===== config.mk =====
export PLATFORM = sky130hd
export DESIGN_NAME = mux_rr_n
export DESIGN_NICKNAME = d
export VERILOG_FILES = /design/src/rtl/mux_rr_n.sv
export SDC_FILE = /design/constraint.sdc
export NUM_CORES = 1
export LEC_CHECK = 0
export ABC_AREA = 1
export BUFFER_PORTS_ARGS = -buffer_cell sky130_fd_sc_hd__buf_2
export CELL_PAD_IN_SITES_DETAIL_PLACEMENT = 2
export CELL_PAD_IN_SITES_GLOBAL_PLACEMENT = 2
export CORE_MARGIN = 2
export CORE_UTILIZATION = 23
export DETAILED_ROUTE_END_ITERATION = 8
export HOLD_SLACK_MARGIN = 0.12
export PLACE_DENSITY = 0.76
export REMOVE_ABC_BUFFERS = 1
export SETUP_SLACK_MARGIN = 0.2
export SLEW_MARGIN = 5
export SYNTH_ARGS = -nofsm -noshare
export SYNTH_HDL_FRONTEND = slang
export SYNTH_SLANG_ARGS = --single-unit

===== constraint.sdc =====
create_clock -name clk_in -period 2.3 [get_ports clk_in]
set_clock_uncertainty 0.15 [all_clocks]
set_input_delay 0.115 -clock clk_in [delete_from_list [all_inputs] [get_ports clk_in]]
set_output_delay 0.115 -clock clk_in [all_outputs]
set_load 0.01 [all_outputs]

===== src/rtl/mux_rr_n.sv =====
// mux_rr_n: N-channel fixed-select / round-robin arbitrating mux with a registered, handshaked output slot
// Ports: clk_in/rst_n_in clock and async active-low reset; req_in/d_in per-channel request and packed data;
// mode_in 0 = fixed select on sel_in, 1 = round-robin; ack_out one-hot accept strobe;
// y_out/grant_id_out/y_valid_out output slot, drained when y_ready_in is high.
module mux_rr_n #(
    parameter int N_CH = 4,
    parameter int W    = 8,
    parameter int SW   = $clog2(N_CH)
) (
    input  logic              clk_in,
    input  logic              rst_n_in,
    input  logic [N_CH-1:0]   req_in,
    input  logic [N_CH*W-1:0] d_in,
    input  logic              mode_in,
    input  logic [SW-1:0]     sel_in,
    output logic [N_CH-1:0]   ack_out,
    output logic [W-1:0]      y_out,
    output logic [SW-1:0]     grant_id_out,
    output logic              y_valid_out,
    input  logic              y_ready_in
);
    logic [SW-1:0] last_q;
    logic [SW-1:0] gid;
    logic          hit;
    logic          grant;
    logic          slot_free;
    int            idx;

    assign slot_free = !y_valid_out | y_ready_in;

    // Round-robin walks from last_q+1 upward with wrap; an out-of-range sel_in matches no channel.
    always_comb begin
        hit = 1'b0;
        gid = '0;
        idx = 0;
        if (mode_in) begin
            for (int k = 1; k <= N_CH; k++) begin
                idx = int'(last_q) + k;
                if (idx >= N_CH) idx = idx - N_CH;
                if (!hit && req_in[idx]) begin
                    hit = 1'b1;
                    gid = SW'(idx);
                end
            end
        end else begin
            for (int i = 0; i < N_CH; i++) begin
                if (sel_in == SW'(i) && req_in[i]) begin
                    hit = 1'b1;
                    gid = SW'(i);
                end
            end
        end
        grant = hit & slot_free & rst_n_in;
        for (int i = 0; i < N_CH; i++) ack_out[i] = grant && gid == SW'(i);
    end

    always_ff @(posedge clk_in or negedge rst_n_in) begin
        if (!rst_n_in) begin
            y_out        <= '0;
            grant_id_out <= '0;
            y_valid_out  <= 1'b0;
            last_q       <= SW'(N_CH - 1);
        end else if (grant) begin
            y_out        <= d_in[int'(gid)*W +: W];
            grant_id_out <= gid;
            y_valid_out  <= 1'b1;
            last_q       <= gid;
        end else if (y_ready_in) begin
            y_valid_out  <= 1'b0;
        end
    end
endmodule


Word level (Yosys, flattened, before mapping)
Cells that the tools add are included.

Register bits after elaboration: 13. Bits of input ports: 42. Output and inout bits: 15. Word-level logic and storage cells: 90.

Add/subtract/negate cells: 8. Order comparisons: 8. Equal/unequal tests: 6. Shift operators: 1. Muxes and demuxes: 42. Bitwise operators: 3. Reductions and logical operators: 18.

Operator list (count): two-way mux 32 bit (8); < comparator 32 x 4 -> 1 bit, second input constant (4); variable part select 32 x 6 -> 8 bit (1); two-way mux 1 bit (23); two-way mux 2 bit (7); subtractor 3 x 3 -> 4 bit, second input constant (3); logical AND 1 bit (11); >= comparator 3 bit, second input constant (3); binary-select mux 1 bit (select 2 bit) (4); equality test 2 bit, second input constant (4); adder 2 x 2 -> 3 bit, second input constant (2); subtractor 4 x 3 -> 5 bit, second input constant (1); adder 2 x 3 -> 4 bit, second input constant (1); equality test 2 x 1 -> 1 bit, second input constant (2); >= comparator 4 x 3 -> 1 bit, second input constant (1); zero test 1 bit (4); zero test 2 bit (2); adder 2 x 1 -> 3 bit, second input constant (1); AND 1 bit (2); nonzero test 2 bit (1); OR 1 bit (1).

Longest topological paths before layout
Gate-level depths: netlist (run 1).

Depth after elaboration: 24. Mapped depth: 16. Depth with buffers taken out: 15.

Worst setup path after synthesis (run 1)
Ideal clock, no wire load.

Kind: reg-to-output. Start: register last_q[0]. End: output ack_out[1]. Arrival time: 1.829 ns. Required time: 2.035 ns. Setup slack: 0.206 ns. Cell stages (with the launch flop): 15. Path buffers: 2. Cells stage by stage: dfstp_2 -> buf_4 -> inv_6 -> nand2_1 -> nand2_1 -> nand2_4 -> nand2_4 -> nor2_4 -> nand3_2 -> nand2_2 -> nand3_4 -> nand2_8 -> buf_12 -> nand2_1 -> nor2_1.

Cells in the longest elaborated chain, start to end: 24. Elaborated cells between the ends (all ways): 55. Classes of those cells: 8 x add/sub; 4 x order compare; 1 x eq/ne; 33 x mux; 2 x bitwise; 7 x reduce/logical.

RTL lines: from (decl) (line 22) `logic [SW-1:0] last_q;`; from (signal assigned) (line 62) `last_q <= SW'(N_CH - 1);`; from (signal assigned) (line 67) `last_q <= gid;`; adder 2 x 1 -> 3 bit (line 38) `idx = int'(last_q) + k;`; subtractor 3 x 3 -> 4 bit or >= comparator 3 bit (tied branches) (line 39) `if (idx >= N_CH) idx = idx - N_CH;`; two-way mux 32 bit (line 39); two-way mux 32 bit (line 36) `if (mode_in) begin`; binary-select mux 1 bit (select 2 bit) (line 40) `if (!hit && req_in[idx]) begin`; two-way mux 1 bit (not written as such) (2 in a row) (line 40); two-way mux 1 bit (line 40); two-way mux 1 bit (line 36); (+6 left out); two-way mux 1 bit (line 40); two-way mux 1 bit (line 36); zero test 1 bit (line 40); logical AND 1 bit (line 40); two-way mux 1 bit (line 40); two-way mux 1 bit (line 36); AND 1 bit (2 in a row) (line 53) `grant = hit & slot_free & rst_n_in;`; logical AND 1 bit (*) (line 54) `for (int i = 0; i < N_CH; i++) ack_out[i] = grant && gid == SW'(i);`; to (decl) (line 16) `output logic [N_CH-1:0] ack_out,`.

Every way passes the cells marked *; elsewhere a longest branch is shown, timed or not. The select of a mux whose other input is x is not followed.

Worst setup path in the final report (run 1)
Start: register last_q[0]. End: output ack_out[2].

Same word-level chain as after synthesis.

==> results of run 1 <==
worst max-delay path by stage:
stage / slack (ps) / end / cells after the start / startpoint
global placement: 80 / y_out[3] / 14 / last_q[0]
finish: -190 / ack_out[2] / 12 / last_q[0]
global route: -340 / ack_out[2] / 12 / last_q[0]
detailed placement: 10 / y_out[3] / 14 / last_q[0]
CTS: -100 / ack_out[3] / 13 / last_q[0]
floorplan: 160 / ack_out[3] / 10 / last_q[0]
cells by family (layout without fill, tap and decap cells):
| group | count (synthesis) | in the layout | share of synthesized area |
|---|---|---|---|
| and+or+nand+nor | 150 | 150 | 0.575 |
| AOI/OAI and AO/OA | 9 | 9 | 0.0473 |
| DFF | 13 | 13 | 0.253 |
| buffers and inverters | 34 | 127 | 0.125 |
area by class of cell:
cell class | count | area share
Clock buffer | 4 | 0.0211
Inverter | 29 | 0.0534
Multi-Input combinational cell | 159 | 0.423
Sequential cell | 13 | 0.154
Tap cell | 72 | 0.0423
Timing Repair Buffer | 94 | 0.307
power by group:
part	internal, mW	switching (mW)	leakage, nW
Sequential	0.347	0.105	0.158
Combinational	0.709	1.11	1.02
Clock	0.123	0.0950	0.0228
Total	1.18	1.31	1.20
worst max-delay path: stages, from the launching register on:
cell     delay [ps]
dfstp_2         650
inv_6            80
nand2_2          70
nand2_2          80
nand2_1         100
nand2_2          90
a21oi_2         200
nand2_2         100
nand3_4         110
nand2_8          90
buf_12          160
nor2_1          110
buf_2           140
per-layer routing:
metal / vias to the layer above / wire, um / GRT usage
met4: 0 / 123 / 0.0466
met3: 10 / 190 / 0.0170
li1: 829 / - / -
met5: - / 0 / 0
met1: 842 / 2520 / 0.222
met2: 44 / 3620 / 0.367
state kept, by name (all words and copies together), names as in the netlist:
name          count
y_valid_out       1
last_q            2
y_out             8
grant_id_out      2
stage by stage:
stage / hold slack [ps] / instances / setup TNS, ps / setup slack (ps) / util
3_5_place_dp: -108 / 335 / 0 / 9.82 / 0.304
6_report: 124 / 371 / -1040 / -186 / 0.390
2_1_floorplan: -331 / 201 / 0 / 163 / -
3_3_place_gp: -114 / 335 / 0 / 83.6 / 0.304
4_1_cts: 129 / 366 / -361 / -104 / 0.372
5_1_grt: 191 / 371 / -2560 / -337 / 0.390
cell usage in the layout (no fill, tap or decap), drive strengths merged:
| cell | n |
|---|---|
| nand2 | 100 |
| buf | 73 |
| nand3 | 38 |
| inv | 29 |
| dlygate4sd3 | 21 |
| dfrtp | 11 |
| nor2 | 9 |
| clkbuf | 4 |
| o21ai | 4 |
| a21oi | 3 |
| nand4 | 2 |
| dfstp | 2 |
| o31ai | 1 |
| o221a | 1 |
| nor3 | 1 |
what timing repair did:
item / 4_1_cts / 5_1_grt
hold buffers: 21 / 0
endpoints found under the setup margin: 14 / 16
setup buffers: 6 / 5
pin swaps: 7 / 10
gates resized for setup: 21 / 18
endpoints found under the hold margin: 20 / 0
==> out/metrics.cfg, run 1 <==
[run_status]
status=finished, violations left
violations=setup timing

[logic_synthesis]
ys_top_cells_by_area=nand2_1, dfrtp_1, nand3_1
ys_ff_latch=13
yosysMostFrequentCell=nand2_1
synth_area_per_cell_um2=6.29
synth_cell_types=29
async_flop_share=1.00
synthTopCellsByCount=nand2_1, nand3_1, inv_1
ys.flop_type=dfrtp_1
syn_inst=206
synth_edf_count=0
syn-cell-area_mm2=0.00130
yosys.area.top_type_share=0.243
ys_warn_count=0
ys_seq_area_frac=0.253
yosysTopAreaCell=nand2_1

[routing]
via_count=1725
antenna_left=0
drt_drc_violations_left=0
routed_via_density=4.65
drt-initial-drc-count=57
dr.pass1.iters=4
post_drt_wl_per_cell_um=17.4
drt-total-wl_mm=6.46

[clocking]
cts_buffers=3
cts_tree=done
cts.clk_slew.worst_paths_ps=60
htree_levels=1
cts.sinks=13
cts_buffer_depth=2
clock_latency_ps=250
cts.root.buffer_cell=clkbuf_8

[setup_path]
reg2reg_depth=16
cp-start-kind=flop
r2r_start=last_q[0]
arrival_ps=2220
critPathMaxFanout=8
worst_setup_path_end_kind=primary output
r2r-end=y_out[4]
r2r_slack_ps=-110
cp.required_ps=2040
worstSetupPathType=flop to primary output

[pwr]
leakagePower_nw=1.20
ir_drop_uv=337
power.density_mw_per_mm2=1170
finalPower_mw=2.49

[die]
rows=27
initial_core_util=0.237
die_h_um=79.1
io_pins=57
core-area_mm2=0.00547
fp.dieW_um=79.1
dieArea_mm2=0.00625

[timing]
min_period_ps=2490
final_max_slew_viol_count=0
max_slew_margin=0.553
worstMarginPinSlew_ps=669
rsz0062_at_grt=yes
clock.fmax_mhz=402
finalSetupViolations=10
hold_viol_final=0
finalCritPeriodShare=1.08
setup_slack_ps=-186

[layout]
antenna_cells=0
fillers=676
final_nets=342
fin_area_mm2=0.00213
syn_to_final_growth_pct=64.5
multi_input_area_um2=901
seqCellArea_um2=328
drive_above_1_share=0.455

[grt]
grt_pass1_wl_mm=9.27
grt-ovfl-total=0
grt_max_degree=19
grt_usage=0.190
antenna_found_initial=0
grt_pass1_vias=1845

[placement]
postPlaceCellArea_mm2=0.00166
dpl.hpwl_mm=3.69
gp_congestion=0.762
io_buffers=56

[hold_path]
whs_path_depth=7
hold_path_class=primary input to flop
holdPathEnd=y_out[3]
min-delay-start=d_in[27]

[run]
drv_cap=0

No activity file was read; power rests on OpenSTA's default activity.
==> run 2: changes to the inputs <==
--- a/config.mk
+++ b/config.mk
@@ -9,6 +9,7 @@
 export BUFFER_PORTS_ARGS = -buffer_cell sky130_fd_sc_hd__buf_2
 export CELL_PAD_IN_SITES_DETAIL_PLACEMENT = 2
 export CELL_PAD_IN_SITES_GLOBAL_PLACEMENT = 2
+export CORE_ASPECT_RATIO = 1.4
 export CORE_MARGIN = 2
 export CORE_UTILIZATION = 23
 export DETAILED_ROUTE_END_ITERATION = 8
==> constraint.sdc (replaced) <==
create_clock -name clk_in -period 2.3 [get_ports clk_in]
set_clock_uncertainty 0.15 [all_clocks]
set_input_delay 0.115 -clock clk_in [delete_from_list [all_inputs] [get_ports clk_in]]
set_output_delay 0.115 -clock clk_in [all_outputs]
set_load 0.1 [all_outputs]
==> run 2 against run 1 <==
Against the previous run:
- the flow still finishes with violations (setup timing)
- flip-flop and latch count stayed put
- combinational power is 55% higher
- via count is 3.3% higher
- final cell count is 2.7% higher
- clock power hardly changed
- worst setup slack worse by 160 ps
- critical endpoint is now ack_out[3]
==> out/metrics.cfg, run 2 (synthesis gave the netlist of run 1 again) <==
[timing]
min_period_ps=2650  ; +162 ps
setup_slack_ps=-348  ; -162 ps
tns_ps=-2360  ; -1320 ps
finalCritPeriodShare=1.15  ; +0.0704
rsz0062_at_grt=yes
final_max_slew_viol_count=0  ; unchanged
finalSetupViolations=14  ; +4
hold_viol_final=0  ; unchanged
worstMarginPinSlew_ps=521  ; -148 ps
clock.fmax_mhz=378  ; -6.1%
max_slew_margin=0.655  ; +0.102
hold_slack_ps=122  ; -1.98 ps

[routing]
drt_drc_violations_left=0  ; unchanged
drt-initial-drc-count=32  ; -44%
dr.pass1.iters=4  ; unchanged
antenna_left=0  ; unchanged
routed_via_density=4.68  ; +0.59%
via_count=1782  ; +3.3%
drt-total-wl_mm=6.43  ; -0.45%
post_drt_wl_per_cell_um=16.9  ; -3.1%

[hold_path]
hold_path_class=primary input to flop

[die]
core-area_mm2=0.00549  ; +0.23%
dieArea_mm2=0.00626  ; +0.14%
die_h_um=92.8  ; +17%
io_pins=57  ; unchanged
fp.dieW_um=67.4  ; -15%
rows=32  ; +19%
initial_core_util=0.236  ; -0.000540

[layout]
antenna_cells=0  ; unchanged
largest_reg_flops=8  ; unchanged
mostFrequentLayoutCell=nand2_1
syn_to_final_growth_pct=86.1
fillers=635  ; -6.1%
fin_area_mm2=0.00241  ; +13%
seqCellArea_um2=328  ; unchanged
final_nets=356  ; +4.1%
drive_above_1_share=0.502  ; +0.0467
multi_input_area_mm2=0.00102  ; +13%
largest-register=y_out
largestRegisters=y_out (8), grant_id_out (2), last_q (2)
layout_common_cells=nand2_1, buf_2, nand3_1, inv_1, buf_4

[setup_path]
critPathMaxFanout=8  ; unchanged
cp-start-kind=flop
worstSetupPathType=flop to primary output
arrival_ps=2380  ; +160 ps
cp.required_ps=2040  ; about the same
worst_setup_path_end_kind=primary output

[clocking]
cts_tree=done
cts_buffers=3  ; unchanged
htree_levels=1  ; unchanged
cts.clk_slew.worst_paths_ps=60  ; about the same
cts.sinks=13  ; unchanged
clock_latency_ps=260  ; about the same
cts.root.buffer_cell=clkbuf_8
cts_buffer_depth=2  ; unchanged

[pwr]
power.density_mw_per_mm2=1440  ; +23%
ir_drop_uv=498  ; +48%
leakagePower_nw=1.32  ; +11%

[grt]
grt_max_degree=14  ; -5
grt_usage=0.213  ; +0.0228
grt-ovfl-total=0  ; unchanged
grt_pass1_wl_mm=9.92  ; +7.0%
antenna_found_initial=0  ; unchanged
grt_pass1_vias=2016  ; +9.3%

[placement]
io_buffers=56  ; unchanged
pre_cts_ws_ps=-39.4  ; -49.2 ps
gp_congestion=0.731  ; -4.0%
postPlaceCellArea_mm2=0.00183  ; +9.9%
dpl.hpwl_mm=4.18  ; +13%

[run]
drv_cap=0  ; unchanged

[run_status]
violations=setup timing
status=finished, violations left

-- run 2: changes by cell type in the layout (fill, tap and decap cells not counted), sizes merged --
cell	change
buf	+14
inv	-2
clkinv	+2
-- run 2: final cells by class --
cell class                      count  share of cell area
Timing Repair Buffer              108               0.341
Sequential cell                    13               0.136
Multi-Input combinational cell    159               0.421
Clock buffer                        4              0.0187
Tap cell                           68              0.0353
Inverter                           29              0.0482
-- run 2: worst paths after layout --
path | start | to | slack (ps) | depth (start not counted)
worst max register to register | last_q[0] | y_out[1] | -170 | 17
worst min-delay path | d_in[10] | y_out[2] | 120 | 7
worst min register to register | y_out[1] | y_out[1] | 340 | 2
worst max-delay path | last_q[0] | ack_out[3] | -350 | 13
max in group asynchronous | rst_n_in | last_q[1] | 1510 | 3
min in group asynchronous | rst_n_in | y_out[3] | 250 | 3
-- run 2: what timing repair did --
action | 4_1_cts | 5_1_grt
hold buffers | 21 | 0
buffers inserted | 4 | 8
setup endpoints to repair | 16 | 17
gates resized for setup | 29 | 36
pin swaps | 10 | 11
hold endpoints to repair | 20 | 0
cloned | 0 | 0
-- run 2: layer usage --
metal / wire [um] / GRT usage
met5: 0 / 0
met4: 181 / 0.0816
met3: 104 / 0.0170
met2: 3830 / 0.416
met1: 2320 / 0.223
-- run 2: worst max-delay path, stage by stage, from the launching register on --
cell,delay (ps)
dfstp_2,620
clkinv_4,160
nand2_4,100
nand2_4,60
nand2_4,90
nand2_4,70
nor2_4,110
nand4_1,120
nand2_2,120
o21ai_4,70
nor2_4,170
inv_4,70
a21oi_4,160
buf_12,190
-- run 2: power by group --
group / switching [mW] / internal, mW
registers: 0.0835 / 0.346
logic: 1.93 / 0.888
clock network: 0.0981 / 0.123
-- run 2: metrics by stage --
stage,utilization,instances,power [mW]
final,0.440,381,3.47
after global routing,0.440,381,3.69
after CTS,0.404,373,3.16
after floorplan,-,201,2.02
after global placement,0.333,344,2.65
after detailed placement,0.333,344,2.72
